**config.mk**
```make
export PLATFORM = sky130hd
export DESIGN_NAME = pst_train_sched
export DESIGN_NICKNAME = d
export VERILOG_FILES = /design/src/rtl/pst_train_sched.sv
export SDC_FILE = /design/constraint.sdc
export NUM_CORES = 1
export LEC_CHECK = 0
export CAP_MARGIN = 20
export CORE_MARGIN = 10
export CORE_UTILIZATION = 50
export CTS_CLUSTER_SIZE = 40
export DETAILED_ROUTE_END_ITERATION = 6
export DONT_BUFFER_PORTS = 1
export PLACE_DENSITY = 0.75
export SYNTH_ARGS = -nofsm -noshare
export SYNTH_HDL_FRONTEND = slang
export SYNTH_SLANG_ARGS = --single-unit
```
**constraint.sdc**
```tcl
create_clock -name clk -period 5.6 [get_ports clk]
set_input_delay 0.84 -clock clk [delete_from_list [all_inputs] [get_ports clk]]
set_output_delay 0.84 -clock clk [all_outputs]
set_load 0.02 [all_outputs]
```
**src/rtl/pst_train_sched.sv**
```systemverilog
// pst_train_sched: training scheduler for the two-layer phase-coded hierarchy.
// Generates the shared phase clock and steps through warm-up, hierarchical
// learning and frozen inference, judging convergence/surprise once per cycle.
module pst_train_sched #(
  parameter int PERIOD          = 256,
  parameter int WARMUP_CYCLES   = 16,
  parameter int CONV_THRESH     = 8,
  parameter int CONV_CYCLES     = 4,
  parameter int SURPRISE_THRESH = 64,
  parameter int MAX_CYCLES      = 1024
) (
  input  logic        clk,
  input  logic        rst,
  input  logic        start,
  input  logic        stop,
  input  logic        abort,
  input  logic        fired_L1,
  input  logic [7:0]  error_L2,
  input  logic [7:0]  error_L3,
  output logic [7:0]  global_phase,
  output logic        cycle_start,
  output logic        l3_freeze,
  output logic [2:0]  state,
  output logic [15:0] cycle_count,
  output logic [7:0]  surprise_count,
  output logic        busy,
  output logic        converged,
  output logic        done,
  output logic        timeout
);

  typedef enum logic [2:0] {
    ST_IDLE   = 3'd0,
    ST_WARMUP = 3'd1,
    ST_HIER   = 3'd2,
    ST_CONV   = 3'd3,
    ST_DONE   = 3'd4
  } state_t;

  localparam logic [7:0]  LP_LAST_PHASE  = 8'(PERIOD - 1);
  localparam logic [16:0] LP_WARMUP      = 17'(WARMUP_CYCLES);
  localparam logic [15:0] LP_MAX         = 16'(MAX_CYCLES);
  localparam logic [7:0]  LP_CONV_THRESH = 8'(CONV_THRESH);
  localparam logic [7:0]  LP_CONV_CYCLES = 8'(CONV_CYCLES);
  localparam logic [7:0]  LP_SURPRISE    = 8'(SURPRISE_THRESH);

  state_t      r_state;
  logic [7:0]  r_phase;
  logic        r_cycle_start;
  logic        r_l3_freeze;
  logic [15:0] r_cycle_count;
  logic [7:0]  r_surprise;
  logic        r_busy;
  logic        r_conv;
  logic        r_done;
  logic        r_timeout;
  logic [7:0]  r_stable;
  logic        r_fired;
  logic        r_stop;

  state_t      w_state_nxt;
  logic [7:0]  w_phase_nxt;
  logic        w_cycle_start_nxt;
  logic        w_l3_freeze_nxt;
  logic [15:0] w_cycle_count_nxt;
  logic [7:0]  w_surprise_nxt;
  logic        w_busy_nxt;
  logic        w_conv_nxt;
  logic        w_done_nxt;
  logic        w_timeout_nxt;
  logic [7:0]  w_stable_nxt;
  logic        w_fired_nxt;
  logic        w_stop_nxt;

  logic        w_eoc;
  logic [15:0] w_cycle_inc;
  logic        w_warm_done;
  logic        w_stable_cycle;
  logic [7:0]  w_stable_inc;
  logic        w_stop_req;

  assign w_eoc          = r_busy && (r_phase == LP_LAST_PHASE);
  assign w_cycle_inc    = (r_cycle_count == '1) ? r_cycle_count : r_cycle_count + 16'd1;
  assign w_warm_done    = ({1'b0, r_cycle_count} + 17'd1) == LP_WARMUP;
  // A spike on the closing tick still belongs to this cycle.
  assign w_stable_cycle = (error_L2 <= LP_CONV_THRESH) && (error_L3 <= LP_CONV_THRESH) &&
                          (r_fired || fired_L1);
  assign w_stable_inc   = w_stable_cycle ? r_stable + 8'd1 : '0;
  assign w_stop_req     = r_stop || stop;

  // Next-state and next-output decode; outputs are registered from these values.
  always_comb begin
    w_state_nxt       = r_state;
    w_phase_nxt       = r_phase;
    w_cycle_count_nxt = r_cycle_count;
    w_surprise_nxt    = r_surprise;
    w_timeout_nxt     = r_timeout;
    w_stable_nxt      = r_stable;
    w_fired_nxt       = r_fired;
    w_stop_nxt        = r_stop;

    if (abort) begin
      w_state_nxt       = ST_IDLE;
      w_phase_nxt       = '0;
      w_cycle_count_nxt = '0;
      w_surprise_nxt    = '0;
      w_timeout_nxt     = 1'b0;
      w_stable_nxt      = '0;
      w_fired_nxt       = 1'b0;
      w_stop_nxt        = 1'b0;
    end else begin
      case (r_state)
        ST_IDLE, ST_DONE: begin
          if (start) begin
            w_state_nxt       = ST_WARMUP;
            w_phase_nxt       = '0;
            w_cycle_count_nxt = '0;
            w_surprise_nxt    = '0;
            w_timeout_nxt     = 1'b0;
            w_stable_nxt      = '0;
            w_fired_nxt       = 1'b0;
            w_stop_nxt        = 1'b0;
          end
        end
        ST_WARMUP, ST_HIER, ST_CONV: begin
          w_phase_nxt = (r_phase == LP_LAST_PHASE) ? '0 : r_phase + 8'd1;
          w_fired_nxt = r_fired || fired_L1;
          w_stop_nxt  = w_stop_req;
          if (w_eoc) begin
            w_fired_nxt       = 1'b0;
            w_cycle_count_nxt = w_cycle_inc;
            // Decisions tested in priority order: stop, timeout, convergence, surprise, warm-up.
            if (w_stop_req) begin
              w_state_nxt   = ST_DONE;
              w_timeout_nxt = 1'b0;
              w_stop_nxt    = 1'b0;
            end else if ((r_state != ST_CONV) && (w_cycle_inc >= LP_MAX)) begin
              w_state_nxt   = ST_DONE;
              w_timeout_nxt = 1'b1;
            end else if (r_state == ST_HIER) begin
              if (w_stable_inc == LP_CONV_CYCLES) begin
                w_state_nxt  = ST_CONV;
                w_stable_nxt = '0;
              end else begin
                w_stable_nxt = w_stable_inc;
              end
            end else if (r_state == ST_CONV) begin
              if (error_L2 > LP_SURPRISE) begin
                w_state_nxt    = ST_HIER;
                w_surprise_nxt = (r_surprise == '1) ? r_surprise : r_surprise + 8'd1;
              end
            end else if (w_warm_done) begin
              w_state_nxt = ST_HIER;
            end
          end
        end
        default: begin
          w_state_nxt = ST_IDLE;
          w_phase_nxt = '0;
        end
      endcase
    end

    w_busy_nxt        = (w_state_nxt == ST_WARMUP) || (w_state_nxt == ST_HIER) ||
                        (w_state_nxt == ST_CONV);
    w_conv_nxt        = (w_state_nxt == ST_CONV);
    w_done_nxt        = (w_state_nxt == ST_DONE);
    w_l3_freeze_nxt   = (w_state_nxt != ST_HIER);
    w_cycle_start_nxt = w_busy_nxt && (w_phase_nxt == '0);
  end

  // State, counters and registered outputs.
  always_ff @(posedge clk or posedge rst) begin
    if (rst) begin
      r_state       <= ST_IDLE;
      r_phase       <= '0;
      r_cycle_start <= 1'b0;
      r_l3_freeze   <= 1'b1;
      r_cycle_count <= '0;
      r_surprise    <= '0;
      r_busy        <= 1'b0;
      r_conv        <= 1'b0;
      r_done        <= 1'b0;
      r_timeout     <= 1'b0;
      r_stable      <= '0;
      r_fired       <= 1'b0;
      r_stop        <= 1'b0;
    end else begin
      r_state       <= w_state_nxt;
      r_phase       <= w_phase_nxt;
      r_cycle_start <= w_cycle_start_nxt;
      r_l3_freeze   <= w_l3_freeze_nxt;
      r_cycle_count <= w_cycle_count_nxt;
      r_surprise    <= w_surprise_nxt;
      r_busy        <= w_busy_nxt;
      r_conv        <= w_conv_nxt;
      r_done        <= w_done_nxt;
      r_timeout     <= w_timeout_nxt;
      r_stable      <= w_stable_nxt;
      r_fired       <= w_fired_nxt;
      r_stop        <= w_stop_nxt;
    end
  end

  assign global_phase   = r_phase;
  assign cycle_start    = r_cycle_start;
  assign l3_freeze      = r_l3_freeze;
  assign state          = r_state;
  assign cycle_count    = r_cycle_count;
  assign surprise_count = r_surprise;
  assign busy           = r_busy;
  assign converged      = r_conv;
  assign done           = r_done;
  assign timeout        = r_timeout;

endmodule

```
==> results by group, run 1 <==
Floorplan
  – Io pins: 63
  – Die Y: 98.2 um
  – Placeable core area: 5920 um2
  – Die Area: 9650 um2
  – Std cell rows: 28
  – Initial Util: 51.7%
  – Die Span X: 98.2 um

Cells and area
  – Layout cell share with drive strength beyond 1: 6.30%
  – N_diodes: 0
  – Most frequent cells in the layout: dfrtp_1, nor2_1, nand2_1, a21oi_1, o21ai_0
  – Leading cell type in the layout, fill and taps excluded: dfrtp_1
  – Filler-free cell count of the finished design: 424
  – Final nets: 375
  – Area growth syn-to-layout: 4.91%

Status
  – Outcome: completed

Clocking
  – Htree depth: 2
  – CTS Buf Count: 5
  – Post-CTS Resized: 0
  – Clock root buffer master: clkbuf_8
  – Clk pin slew, worst setup/hold paths: 0.10 ns
  – Deepest clock path buffer count: 2
  – Post-CTS Hold Fix Bufs: 0
  – Sink Count: 51
  – # Post-CTS Setup Buffers: 0
  – CTS tree: yes
  – Worst-Skew Late Latency: 0.33 ns

Drt
  – DR DRC count: 0
  – 1st-iter DRT viols: 166
  – Vias per Instance: 6.25
  – Pre-antenna DRT Iters: 5
  – Vias: 2649
  – Avg WL per Cell: 17.7 um
  – Antenna-violating nets left: 0
  – Total Wirelength: 7500 um

Worst setup path
  – Critical path's largest stage delay: 0.63 ns
  – Bufs and invs on worst path: 0
  – Worst setup EP type: flip-flop
  – Worst path cell trace: ha_1 -> and4_1 -> nand4_1 -> mux2i_1 -> nand4_2 -> a211o_1 -> a221o_1 -> nand2b_1
  – Required time of the critical path: 5.84 ns
  – Data arrival time of the critical path: 3.22 ns
  – CP max FO: 9
  – CP top delay family: simple AND/OR/NAND/NOR gates
  – CP Launch Type: flip-flop
  – Kind of critical path: flip-flop to flip-flop
  – CP max stage cell: dfrtp_1

STA
  – Clock skew: 0.0130 ns
  – RSZ-0062 raised after global routing: no
  – Final Hold Viols: 0
  – Worst Tran Pin Value: 0.903 ns
  – Worst setup margin: 2.62 ns
  – Setup Viol. Count Final: 0
  – Hold WS: 0.421 ns
  – Final TNS setup: 0 ns
  – Fin. max-slew vios: 0
  – Max Freq: 335 MHz
  – Final Cycle Share: 53.2%
  – Relative slew slack: 39.3%
  – Tmin final: 2.98 ns

Placed design
  – Gpl congestion: 0.819
  – DP Cell Count: 415
  – PortBufs: 0
  – Pre-CTS setup slack: 2.65 ns
  – Dpl hpwl: 5580 um

Global routing
  – Vias in the first global route: 2498
  – Total gr overflow: 0
  – Largest net degree at the start of global routing: 52
  – Initial antenna violation count: 0
  – GRT Overall Usage: 15.3%
  – Global-route wire length before repair: 12600 um

Power and ir drop
  – Net Sw Power: 205 uW
  – Internal: 489 uW
  – Pwr dens: 216 nW/um2
  – Pleak: 1.36 nW
  – Seq pwr share: 57.3%
  – Comb pwr share: 9.7%
  – Clock power frac: 33.0%
  – Sw Ratio: 29.5%
  – Peak supply drop: 132 uV

Synth
  – Post-synth top flop: dfrtp_1
  – Syn Inst Count: 354
  – Post-Syn Area: 3060 um2
  – Post-synthesis sequential area ratio: 41.8%
  – Number of synthesized register bits: 51
  – Post-synth ARST share: 100%
  – Syn. warnings: 0
  – Post-synth EDFFs: 0
  – Syn Area/Cell: 8.64 um2
  – Unique masters post-synth: 53
  – Synth Net Count: 381

Hold path
  – HP Class: input port to async pin

Flow run
  – Max Cap Viol: 0
## kinds of logic after synthesis
family	share of synthesized area, %
and+or+nand+nor	29.8
AOI/OAI and AO/OA	16.7
DFF	41.8
buffers and inverters	2.99
xor gates and xnor gates	5.73
adders and majority gates	2.04
muxes	0.982
## cells in the mapped netlist, types with 8 or more instances
cell type  count  area share, %
nand4_1        8            1.6
and3_1        12            2.5
dfrtp_1       50             41
nand3_1       19            3.1
nor3_1        11            1.8
xnor2_1       18            5.2
o21ai_0       21            3.4
nand2_1       32            3.9
inv_1          8           0.98
clkbuf_1       9            1.1
a21oi_1       22            3.6
nor2_1        43            5.3
## through the flow
step           area, um2  utilization (%)  total power, mW
6_report            3210             54.2            0.694
5_1_grt             3210             54.2            0.729
4_1_cts             3190             53.9            0.704
3_5_place_dp        3090             52.2            0.472
3_3_place_gp        3090             52.2            0.470
2_1_floorplan       3060                -            0.454
## layer usage
metal / wire length, um / GRT usage [%]
met2: 3680 / 25.1
met3: 548 / 5.36
met1: 3130 / 18.0
met4: 142 / 5.62
met5: 0 / 0
## final timing paths
path / slack, ns / endpoint / from / depth (start not counted)
worst max-delay path: 2.62 / l3_freeze / cycle_count[0] / 8
worst min-delay path: 0.42 / surprise_count[1] / rst / 1
max in group asynchronous: 4.57 / l3_freeze / rst / 2
worst max register to register: 2.62 / l3_freeze / cycle_count[0] / 8
worst min register to register: 0.55 / r_stable[7] / r_stable[7] / 1
min in group clk: 0.55 / r_stable[7] / r_stable[7] / 1
## area by class of cell
class | instances | area (um2)
inverter | 8 | 30.0
fill | 553 | 2710
sequential | 51 | 1280
clock inverter | 3 | 28.8
multi-input combinational | 281 | 1690
clock buffer | 5 | 68.8
timing repair buffer | 1 | 20.0
tap | 75 | 93.8
## state kept, by name, summed over array words and instances (netlist names), 3 cells and up
name,cells
cycle_count,16
state,3
r_stable,8
surprise_count,8
global_phase,8
## power groups by stage
stage	Combinational (mW)	Sequential, mW	Clock (mW)
after CTS	0.0663	0.398	0.239
after global placement	0.0652	0.405	0
final	0.0672	0.398	0.229
after floorplan	0.0533	0.401	0
after global routing	0.0769	0.400	0.252
after detailed placement	0.0664	0.406	0
No activity file was read; power rests on OpenSTA's default activity.
==> run 2: changes to the inputs <==
==> constraint.sdc (replaced) <==
create_clock -name clk -period 3.1 [get_ports clk]
set_input_delay 0.465 -clock clk [delete_from_list [all_inputs] [get_ports clk]]
set_output_delay 0.465 -clock clk [all_outputs]
set_load 0.02 [all_outputs]
==> results by group, run 2 (synthesis results as in run 1) <==
Global routing
  – GRT Overall Usage: 16.0% (+0.68 points)
  – Largest net degree at the start of global routing: 52 (unchanged)
  – Total gr overflow: 0 (unchanged)
  – Vias in the first global route: 2607 (+4.4%)
  – Global-route wire length before repair: 13200 um (+4.8%)
  – Initial antenna violation count: 0 (unchanged)

Worst setup path
  – Setup crit end: l3_freeze
  – Critical path's largest stage delay: 0.65 ns (+0.02 ns)
  – CP Launch Point: cycle_count[2]
  – FF-to-FF path depth: 7 (-1)
  – Kind of critical path: flip-flop to flip-flop
  – CP Launch Type: flip-flop
  – CP max stage cell: dfrtp_1
  – Data arrival time of the critical path: 2.95 ns (-0.27 ns)
  – Required time of the critical path: 3.32 ns (-2.52 ns)
  – CP top delay family: simple AND/OR/NAND/NOR gates
  – Bufs and invs on worst path: 0 (unchanged)
  – Reg2reg setup slack: 0.37 ns (-2.25 ns)
  – Worst R2R Start: cycle_count[2]
  – Worst path cell trace: and4_1 -> nand4_1 -> mux2i_1 -> nand4_2 -> a211o_1 -> a221o_1 -> nand2b_1
  – WP depth: 7 (-1)
  – CP max FO: 9 (unchanged)
  – RR Endpoint: l3_freeze
  – Worst setup EP type: flip-flop

Cells and area
  – Most frequent cells in the layout: dfrtp_1, nor2_1, nand2_1, a21oi_1, o21ai_0
  – Layout cell share with drive strength beyond 1: 8.91% (+2.6 points)
  – Max reg flops: 16 (unchanged)
  – Design area: 3290 um2 (+2.5%)
  – Leading cell type in the layout, fill and taps excluded: dfrtp_1
  – Post-Route Utilization: 55.6% (+1.4 points)
  – Area growth syn-to-layout: 7.57%
  – Final nets: 385 (+2.7%)
  – N_diodes: 0 (unchanged)

Floorplan
  – Die Y: 98.2 um (unchanged)
  – Placeable core area: 5920 um2 (unchanged)
  – Die Span X: 98.2 um (unchanged)
  – Die Area: 9650 um2 (unchanged)
  – Io pins: 63 (unchanged)
  – Initial Util: 51.7% (unchanged)
  – Std cell rows: 28 (unchanged)

Drt
  – Total Wirelength: 7690 um (+2.6%)
  – Avg WL per Cell: 17.7 um (+0.20%)
  – 1st-iter DRT viols: 156 (-6.0%)
  – Pre-antenna DRT Iters: 5 (unchanged)
  – Vias: 2696 (+1.8%)
  – Vias per Instance: 6.21 (-0.57%)
  – Antenna-violating nets left: 0 (unchanged)
  – DR DRC count: 0 (unchanged)

Clocking
  – Worst-Skew Late Latency: 0.31 ns (-0.02 ns)
  – # Post-CTS Setup Buffers: 0 (unchanged)
  – Sink Count: 51 (unchanged)
  – CTS tree: yes
  – CTS Buf Count: 5 (unchanged)
  – Post-CTS Resized: 0 (unchanged)
  – Htree depth: 2 (unchanged)
  – Clock root buffer master: clkbuf_8
  – Clk pin slew, worst setup/hold paths: 0.09 ns (about the same)
  – Deepest clock path buffer count: 2 (unchanged)
  – Post-CTS Hold Fix Bufs: 0 (unchanged)

STA
  – Clock skew: 0.00912 ns (-0.00384 ns)
  – RSZ-0062 raised after global routing: no
  – Tmin final: 2.73 ns (-0.247 ns)
  – Setup Viol. Count Final: 0 (unchanged)
  – Final TNS setup: 0 ns (unchanged)
  – Hold WS: 0.00722 ns (-0.414 ns)
  – Fin. max-slew vios: 0 (unchanged)
  – Relative slew slack: 34.4% (-4.9 points)
  – Worst Tran Pin Value: 0.976 ns (+0.0728 ns)
  – Max Freq: 366 MHz (+9.1%)
  – Final Hold Viols: 0 (unchanged)
  – Final Cycle Share: 88.2% (+35 points)

Placed design
  – Placed cell area: 3170 um2 (+2.4%)
  – PortBufs: 0 (unchanged)
  – Gpl congestion: 0.880 (+7.4%)
  – Dpl hpwl: 5710 um (+2.3%)

Power and ir drop
  – Peak supply drop: 242 uV (+83%)
  – Pwr dens: 387 nW/um2 (+79%)
  – Pleak: 1.41 nW (+3.8%)

Status
  – Outcome: completed

Hold path
  – HP Class: input port to async pin

Flow run
  – Max Cap Viol: 0 (unchanged)
## run 2: worst min path at each step
stage | slack (ns) | from | end | cells past startpoint
4_1_cts | 0.20 | abort | global_phase[6] | 1
3_3_place_gp | 0.48 | r_fired | r_fired | 2
3_5_place_dp | 0.49 | r_fired | r_fired | 2
5_1_grt | 0.02 | rst | r_stop | 1
6_report | 0.007 | rst | r_stop | 1
2_1_floorplan | 0.46 | r_fired | r_fired | 2
## run 2: layer usage
| metal | routed length, um | global-route usage (%) |
|---|---|---|
| met5 | 0 | 0 |
| met4 | 167 | 7.28 |
| met3 | 555 | 3.81 |
| met2 | 3710 | 25.4 |
| met1 | 3250 | 20.0 |
## run 2: layout make-up
class,instances,area (um2)
Multi-Input combinational cell,281,1690
Clock buffer,7,96.3
Inverter,8,30.0
Timing Repair Buffer,11,95.1
Sequential cell,51,1280
Tap cell,75,93.8
Fill cell,522,2630
Clock inverter,1,7.51
## run 2: where the power goes
group          switching, mW  total, mW  leakage (nW)  internal [mW]
Combinational          0.103      0.150         0.655         0.0474
Sequential            0.0267      0.705         0.702          0.679
Clock                  0.214      0.417        0.0505          0.203
Total                  0.343       1.27          1.41          0.929
## run 2: metrics by stage
stage / cells / power, mW / setup WS [ns]
4_1_cts: 433 / 1.28 / 0.388
3_5_place_dp: 425 / 0.867 / 0.415
2_1_floorplan: 354 / 0.820 / 0.414
3_3_place_gp: 425 / 0.863 / 0.531
5_1_grt: 434 / 1.34 / 0.156
6_report: 434 / 1.27 / 0.366
==> run 3: changes to the inputs <==
--- a/config.mk
+++ b/config.mk
@@ -7,11 +7,12 @@
 export LEC_CHECK = 0
 export CAP_MARGIN = 20
 export CORE_MARGIN = 10
-export CORE_UTILIZATION = 50
+export CORE_UTILIZATION = 45
+export CTS_CLUSTER_DIAMETER = 150
 export CTS_CLUSTER_SIZE = 40
 export DETAILED_ROUTE_END_ITERATION = 6
 export DONT_BUFFER_PORTS = 1
-export PLACE_DENSITY = 0.75
+export PLACE_DENSITY = 0.7
 export SYNTH_ARGS = -nofsm -noshare
 export SYNTH_HDL_FRONTEND = slang
 export SYNTH_SLANG_ARGS = --single-unit
==> results by group, run 3 (synthesis results as in run 1) <==
Status
  – Outcome: completed

Clocking
  – Post-CTS Resized: 0 (unchanged)
  – Deepest clock path buffer count: 2 (unchanged)
  – # Post-CTS Setup Buffers: 0 (unchanged)
  – Worst-Skew Late Latency: 0.30 ns (about the same)
  – Clock root buffer master: clkbuf_8
  – Sink Count: 51 (unchanged)
  – Clk pin slew, worst setup/hold paths: 0.09 ns (about the same)
  – CTS tree: yes
  – Post-CTS Hold Fix Bufs: 0 (unchanged)
  – Htree depth: 2 (unchanged)
  – CTS Buf Count: 5 (unchanged)

STA
  – Final Hold Viols: 0 (unchanged)
  – Setup Viol. Count Final: 0 (unchanged)
  – Tmin final: 2.70 ns (-0.0362 ns)
  – Relative slew slack: 38.6% (+4.2 points)
  – RSZ-0062 raised after global routing: no
  – Final Cycle Share: 87.0% (-1.2 points)
  – Worst setup margin: 0.402 ns (+0.0362 ns)
  – Worst Tran Pin Value: 0.914 ns (-0.0619 ns)
  – Max Freq: 371 MHz (+1.3%)
  – Final TNS setup: 0 ns (unchanged)
  – Fin. max-slew vios: 0 (unchanged)
  – Clock skew: 0.00842 ns (-0.000708 ns)

Worst setup path
  – Worst path cell trace: and4_1 -> nand4_1 -> mux2i_1 -> nand4_2 -> a211o_1 -> a221o_1 -> nand2b_1
  – Kind of critical path: flip-flop to flip-flop
  – CP max FO: 9 (unchanged)
  – Data arrival time of the critical path: 2.92 ns (-0.03 ns)
  – CP Launch Type: flip-flop
  – Worst setup EP type: flip-flop
  – CP max stage cell: dfrtp_1
  – Critical path's largest stage delay: 0.64 ns (about the same)
  – Required time of the critical path: 3.32 ns (about the same)

Floorplan
  – Placeable core area: 6460 um2 (+9.1%)
  – Io pins: 63 (unchanged)
  – Std cell rows: 29 (+3.6%)
  – Die Y: 102 um (+4.3%)
  – Die Span X: 102 um (+4.3%)
  – Initial Util: 47.4% (-4.3 points)
  – Die Area: 10500 um2 (+8.8%)

Drt
  – Avg WL per Cell: 17.7 um (about the same)
  – Vias: 2658 (-1.4%)
  – 1st-iter DRT viols: 176 (+13%)
  – DR DRC count: 0 (unchanged)
  – Pre-antenna DRT Iters: 4 (-1)
  – Total Wirelength: 7760 um (+0.88%)
  – Vias per Instance: 6.07 (-2.3%)
  – Antenna-violating nets left: 0 (unchanged)

Placed design
  – PortBufs: 0 (unchanged)
  – Dpl hpwl: 5810 um (+1.8%)
  – Placed cell area: 3180 um2 (+0.32%)
  – Pre-CTS setup slack: 0.456 ns (+0.0414 ns)
  – Gpl congestion: 0.893 (+1.5%)

Global routing
  – Total gr overflow: 0 (unchanged)
  – Vias in the first global route: 2633 (+1.0%)
  – GRT Overall Usage: 15.2% (-0.75 points)
  – Global-route wire length before repair: 13000 um (-0.89%)
  – Initial antenna violation count: 0 (unchanged)
  – Largest net degree at the start of global routing: 52 (unchanged)

Cells and area
  – N_diodes: 0 (unchanged)
  – Post-Route Utilization: 51.5% (-4.1 points)
  – Max reg flops: 16 (unchanged)
  – Layout cell share with drive strength beyond 1: 9.14% (+0.23 points)
  – Most frequent cells in the layout: dfrtp_1, nor2_1, nand2_1, a21oi_1, o21ai_0
  – Leading cell type in the layout, fill and taps excluded: dfrtp_1
  – Area growth syn-to-layout: 8.67%
  – Final nets: 387 (+0.52%)
  – Design area: 3320 um2 (+1.0%)

Power and ir drop
  – Pwr dens: 403 nW/um2 (+4.1%)
  – Pleak: 1.43 nW (+1.4%)
  – Peak supply drop: 260 uV (+7.2%)

Flow run
  – Max Cap Viol: 0 (unchanged)

Hold path
  – HP Class: input port to flip-flop
run 3: changes by cell type in the layout (fill, tap and decap cells not counted), sizes merged:
| cell | change |
|---|---|
| dlygate4sd3 | +1 |
| bufinv | +1 |
| clkbuf | -1 |
| clkinvlp | -1 |
| clkinv | +1 |
| buf | +1 |
run 3: path summary, 6_finish.rpt:
path / start / end / slack, ns / cells after the start
max: cycle_count[2] / l3_freeze / 0.40 / 7
max in group asynchronous: rst / l3_freeze / 2.00 / 3
min: abort / global_phase[0] / 0.21 / 1
max reg2reg: cycle_count[2] / l3_freeze / 0.40 / 7
min in group asynchronous: rst / cycle_count[0] / 0.53 / 2
min reg2reg: r_fired / r_fired / 0.52 / 2
run 3: through the flow:
stage          cells  power (mW)  hold slack [ns]
2_1_floorplan    354       0.820            0.463
3_3_place_gp     428       0.867            0.484
3_5_place_dp     428       0.869            0.495
4_1_cts          436        1.35            0.206
5_1_grt          438        1.40            0.196
6_report         438        1.34            0.212
run 3: where the power goes:
group / total [mW] / leakage (nW) / switching (mW) / internal, mW
registers: 0.706 / 0.702 / 0.0272 / 0.679
logic: 0.153 / 0.664 / 0.103 / 0.0503
clock network: 0.479 / 0.0612 / 0.218 / 0.261
total: 1.34 / 1.43 / 0.348 / 0.991
run 3: final cells by class:
class | instances | area [um2]
repair buffers | 13 | 113
well taps | 77 | 96.3
inverters | 8 | 30.0
clock inverters | 2 | 35.0
clock buffers | 6 | 82.6
fillers | 608 | 3130
flip-flops and latches | 51 | 1280
multi-input cells | 281 | 1690
run 3: routing by layer:
layer	vias to the layer above	global-route usage [%]	routed length [um]
met4	0	4.77	116
met1	1282	18.6	3320
li1	1298	-	-
met5	-	0	0
met3	11	4.18	460
met2	67	25.4	3860
run 3: critical path: cells and delay by family, from the launching register on:
kind / cells / cell delay, ns
AND/OR/NAND/NOR: 4 / 0.91
flip-flops: 1 / 0.64
AO/OA/AOI/OAI: 2 / 0.76
multiplexers: 1 / 0.30
